`src/rtl/capture_dump_seq.sv`:
```
// Capture RAM dump sequencer feeding the byte-serial UART transmitter.
// Frame layout: header, N bytes from a circular buffer, XOR checksum.
module capture_dump_seq #(
  parameter int          ADDR_W = 10,
  parameter int          DEPTH  = 1024,
  parameter logic [7:0]  HDR    = 8'hA5
) (
  input  logic              clk,
  input  logic              rst_n,
  input  logic              start,
  input  logic [ADDR_W-1:0] start_addr,
  input  logic [ADDR_W:0]   byte_cnt,
  input  logic              abort,
  output logic              rd_en,
  output logic [ADDR_W-1:0] rd_addr,
  input  logic [7:0]        rd_data,
  output logic              trmt,
  output logic [7:0]        tx_data,
  input  logic              tx_done,
  output logic              busy,
  output logic              dump_done
);

  typedef enum logic [2:0] {
    S_IDLE,
    S_HDR,
    S_WAIT,
    S_RD,
    S_DATA,
    S_CSUM,
    S_FIN,
    S_DRAIN
  } state_t;

  localparam logic [ADDR_W:0]   DEPTH_N = (ADDR_W+1)'(DEPTH);
  localparam logic [ADDR_W-1:0] LAST    = ADDR_W'(DEPTH-1);

  state_t            state;
  state_t            state_nx;
  logic [ADDR_W-1:0] addr;
  logic [ADDR_W-1:0] addr_q;
  logic [ADDR_W:0]   remaining;
  logic [7:0]        csum;
  logic              csum_sent;

  // state register
  always_ff @(posedge clk or negedge rst_n) begin
    if (!rst_n) state <= S_IDLE;
    else        state <= state_nx;
  end

  // frame bookkeeping: address, byte count, running checksum
  always_ff @(posedge clk or negedge rst_n) begin
    if (!rst_n) begin
      addr      <= '0;
      addr_q    <= '0;
      remaining <= '0;
      csum      <= '0;
      csum_sent <= 1'b0;
    end else begin
      if (state == S_IDLE && start) begin
        addr      <= start_addr;
        remaining <= (byte_cnt > DEPTH_N) ? DEPTH_N : byte_cnt;
        csum      <= '0;
        csum_sent <= 1'b0;
      end
      if (state == S_RD) addr_q <= addr;
      if (state == S_DATA) begin
        csum      <= csum ^ rd_data;
        addr      <= (addr == LAST) ? '0 : addr + ADDR_W'(1);
        remaining <= remaining - (ADDR_W+1)'(1);
      end
      if (state == S_CSUM) csum_sent <= 1'b1;
    end
  end

  // next state and per-state strobes
  always_comb begin
    state_nx  = state;
    trmt      = 1'b0;
    tx_data   = '0;
    rd_en     = 1'b0;
    dump_done = 1'b0;
    unique case (state)
      S_IDLE: begin
        if (start) state_nx = S_HDR;
      end
      S_HDR: begin
        trmt     = 1'b1;
        tx_data  = HDR;
        state_nx = abort ? S_DRAIN : S_WAIT;
      end
      S_WAIT: begin
        if (abort)                  state_nx = S_DRAIN;
        else if (tx_done) begin
          if (remaining != '0)      state_nx = S_RD;
          else if (!csum_sent)      state_nx = S_CSUM;
          else                      state_nx = S_FIN;
        end
      end
      S_RD: begin
        rd_en    = 1'b1;
        state_nx = abort ? S_DRAIN : S_DATA;
      end
      S_DATA: begin
        trmt     = 1'b1;
        tx_data  = rd_data;
        state_nx = abort ? S_DRAIN : S_WAIT;
      end
      S_CSUM: begin
        trmt     = 1'b1;
        tx_data  = csum;
        state_nx = abort ? S_DRAIN : S_WAIT;
      end
      S_FIN: begin
        dump_done = 1'b1;
        state_nx  = S_IDLE;
      end
      S_DRAIN: begin
        if (tx_done) state_nx = S_IDLE;
      end
      default: state_nx = S_IDLE;
    endcase
  end

  assign rd_addr = (state == S_RD) ? addr : addr_q;
  assign busy    = (state != S_IDLE);

endmodule
```
`config.mk`:
```
export PLATFORM = sky130hd
export DESIGN_NAME = capture_dump_seq
export DESIGN_NICKNAME = d
export VERILOG_FILES = /design/src/rtl/capture_dump_seq.sv
export SDC_FILE = /design/constraint.sdc
export NUM_CORES = 1
export LEC_CHECK = 0
export CAP_MARGIN = 20
export CORE_MARGIN = 2
export CORE_UTILIZATION = 40
export CTS_BUF_LIST = sky130_fd_sc_hd__clkbuf_8
export CTS_CLUSTER_SIZE = 20
export DETAILED_ROUTE_END_ITERATION = 8
export GPL_TIMING_DRIVEN = 0
export PLACE_DENSITY_LB_ADDON = 0.2
export SLEW_MARGIN = 10
export SYNTH_ARGS = -nofsm -noshare
export SYNTH_HDL_FRONTEND = slang
export SYNTH_SLANG_ARGS = --single-unit
```
`constraint.sdc`:
```
create_clock -name clk -period 2.8 [get_ports clk]
set_input_delay 0.56 -clock clk [delete_from_list [all_inputs] [get_ports clk]]
set_output_delay 0.56 -clock clk [all_outputs]
set_load 0.02 [all_outputs]
```
==> flow_metrics.env <==
export IMPL_status="complete, no violations"
export IMPL_timing_rr_start="addr[0]$_DFFE_PN0P_"
export IMPL_synthArstFlopShare_pct=100
export IMPL_cellPowerDensity_nw_per_um2=1050
export IMPL_track_usage_pct=20.4
export IMPL_crit_buf_inv=3
export IMPL_arrival_ns=2.11
export IMPL_dp_slack_ns=0.160
export IMPL_rows=28
export IMPL_syn_cell_area_um2=2370
export IMPL_cts_sinks=43
export IMPL_final_cell_mix="clkdlybuf4s50_1 (45), dfrtp_1 (43), nand2_1 (33)"
export IMPL_cts_root_buf="clkbuf_8"
export IMPL_worstMarginPinSlew_ns=0.649
export IMPL_synth_cell_types=52
export IMPL_cp_start_kind="flop"
export IMPL_coreArea_um2=5820
export IMPL_ys_ff_latch=43
export IMPL_hold_violations=0
export IMPL_path_cells="buf_4 -> buf_2 -> o21ai_0 -> a21oi_1 -> clkdlybuf4s50_1"
export IMPL_vias=2264
export IMPL_clock_latency_ns=0.30
export IMPL_clockBufferDepth=2
export IMPL_wl_per_cell_um=15.7
export IMPL_n_antenna_cell=0
export IMPL_cts_clk_slew_worst_paths_ns=0.08
export IMPL_syn2layout_area_growth_pct=31.3
export IMPL_pin_count=56
export IMPL_io_buffers=54
export IMPL_drc=0
export IMPL_vias_per_cell=5.67
export IMPL_tritoncts="yes"
export IMPL_required_ns=2.24
export IMPL_critPathLaunch="state[0]$_DFFE_PN0P_"
export IMPL_placed_cells=392
export IMPL_ys_flop_type="dfrtp_1"
export IMPL_grt_antenna_before_repair=0
export IMPL_peakVddDrop_uv=530
export IMPL_fin_cells=399
export IMPL_critPathKind="flop to primary output"
export IMPL_max_freq_mhz=374
export IMPL_cap_viol_max_count=0
export IMPL_p_leak_uw=0.00131
export IMPL_drt_first_pass_iters=4
export IMPL_die_y_um=80.9
export IMPL_hp_class="primary input to async pin"
export IMPL_setup_slack_ns=0.127
export IMPL_finalCriticalPeriod_ns=2.67
export IMPL_dpl_hpwl_um=4510
export IMPL_cp_max_fo=10
export IMPL_drive_above_1_share_pct=9.57
export IMPL_cpLargestDelayFamily="buffers and inverters"
export IMPL_yosysSeqAreaShare_pct=45.5
export IMPL_grt_pass1_wl_um=10300
export IMPL_wl_um=6260
export IMPL_grt_max_degree=25
export IMPL_grt_pass1_vias=2140
export IMPL_fin_crit_sh_pct=95.5
export IMPL_synthTopCellsByArea="dfrtp_1 (45%), o21ai_0 (5.3%), nand2_1 (5.2%)"
export IMPL_relSlewSlack_pct=56.3
export IMPL_filler_cell_count=573
export IMPL_synth_warnings=0
export IMPL_end_kind="primary output"
export IMPL_start_util_pct=40.7
export IMPL_fp_dieArea_um2=6550
export IMPL_synth_enable_flop_cells=0
export IMPL_max_stage_delay_ns=0.62
export IMPL_rsz0062_at_grt="false"
export IMPL_syn_area_per_cell_um2=9.04
export IMPL_postSynthCellCount=262
export IMPL_gp_congestion=0.857
export IMPL_hold_buffers=0
export IMPL_setup_violations=0
export IMPL_crit_slowest_cell="clkdlybuf4s50_1"
export IMPL_skew_ns=0.00338
export IMPL_die_x_um=80.9
export IMPL_numCtsBuffers=5
export IMPL_post_cts_buffers=0
export IMPL_yosysTopAreaCell="dfrtp_1"
export IMPL_htree_levels=2
export IMPL_num_nets_final=360
export IMPL_synth_top_area_share_pct=45.5
export IMPL_grt_overflow=0
export IMPL_slew_viol_final=0
export IMPL_ant_nets=0
export IMPL_layout_commonest_cell="clkdlybuf4s50_1"
export IMPL_drt_iter0_markers=137
export IMPL_synth_fp_nets=298
==> state kept, by name, summed over array words and instances, names as in the netlist <==
| register | flops |
|---|---|
| addr | 10 |
| state | 3 |
| remaining | 11 |
| addr_q | 10 |
| csum | 8 |
| csum_sent | 1 |
==> cells by family after synthesis <==
group | count (synthesis) | synth area share, %
simple gates | 107 | 23.1
compound gates | 72 | 19.8
flops | 43 | 45.5
buf+inv | 24 | 4.23
mux | 14 | 6.34
fa+ha+maj | 2 | 1.06
==> metrics by stage <==
step                      utilization [%]  total power [uW]  TNS [ns]  area [um2]  hold slack, ns
after global placement               51.6              2870     -1.88        3000           0.471
after CTS                            53.4              3300         0        3100           0.230
after global routing                 53.4              3540         0        3110           0.246
final                                53.4              3270         0        3110           0.218
after floorplan                         -              2240         0        2370           0.264
after detailed placement             51.9              2910         0        3020           0.483
==> timing repair <==
item / CTS / global route
resized for setup: 11 / 3
pin swaps: 0 / 0
gates cloned: 0 / 0
setup endpoints to repair: 13 / 6
==> layout make-up <==
type	count	area (um2)	area share, %
clock buffers	6	82.6	2.66
multi-input cells	195	1190	38.3
clock inverters	1	5.00	0.161
flip-flops and latches	43	1080	34.6
well taps	75	93.8	3.02
repair buffers	55	549	17.7
inverters	11	41.3	1.33
plain buffers	13	68.8	2.21
==> worst paths after layout <==
kind	slack [ns]	endpoint	depth (start not counted)
setup / recovery	0.13	tx_data[5]	5
hold / removal	0.22	addr_q[6]$_DFF_PN0_	1
setup reg to reg	0.76	addr[3]$_DFFE_PN0P_	5
hold reg to reg	0.49	addr_q[2]$_DFF_PN0_	2
max in group asynchronous	2.08	state[2]$_DFFE_PN0P_	2
min in group clk	0.49	addr_q[2]$_DFF_PN0_	2
==> routing by layer <==
metal,GRT usage [%],up-vias,wire length [um]
li1,-,1105,-
met2,33.3,69,2900
met3,3.89,6,330
met1,27.5,1084,2960
met5,0,-,0
met4,6.10,0,74
==> synth_stat cells (2+ instances only) <==
cell / n
a22oi_1: 3
or4_1: 2
dfrtp_1: 43
nand4_1: 4
buf_2: 8
buf_1: 2
nor4_1: 5
o311ai_0: 2
o31ai_1: 3
o22ai_1: 2
mux2i_1: 6
a221o_1: 3
o21ai_0: 25
clkbuf_1: 3
a21oi_1: 11
o21ai_1: 2
inv_1: 11
a32oi_1: 3
o211ai_1: 4
nand2_1: 33
nor3_1: 7
a222oi_1: 2
a31oi_1: 2
mux2_2: 8
nor2_1: 20
nand3b_1: 2
nand3_1: 20
ha_1: 2
==> power by group <==
part | internal (uW) | switching [uW] | total, uW
logic | 751 | 990 | 1740
clock network | 194 | 213 | 407
registers | 894 | 231 | 1130
total | 1840 | 1430 | 3270
Note: power is estimated with default switching activity, not from simulation.
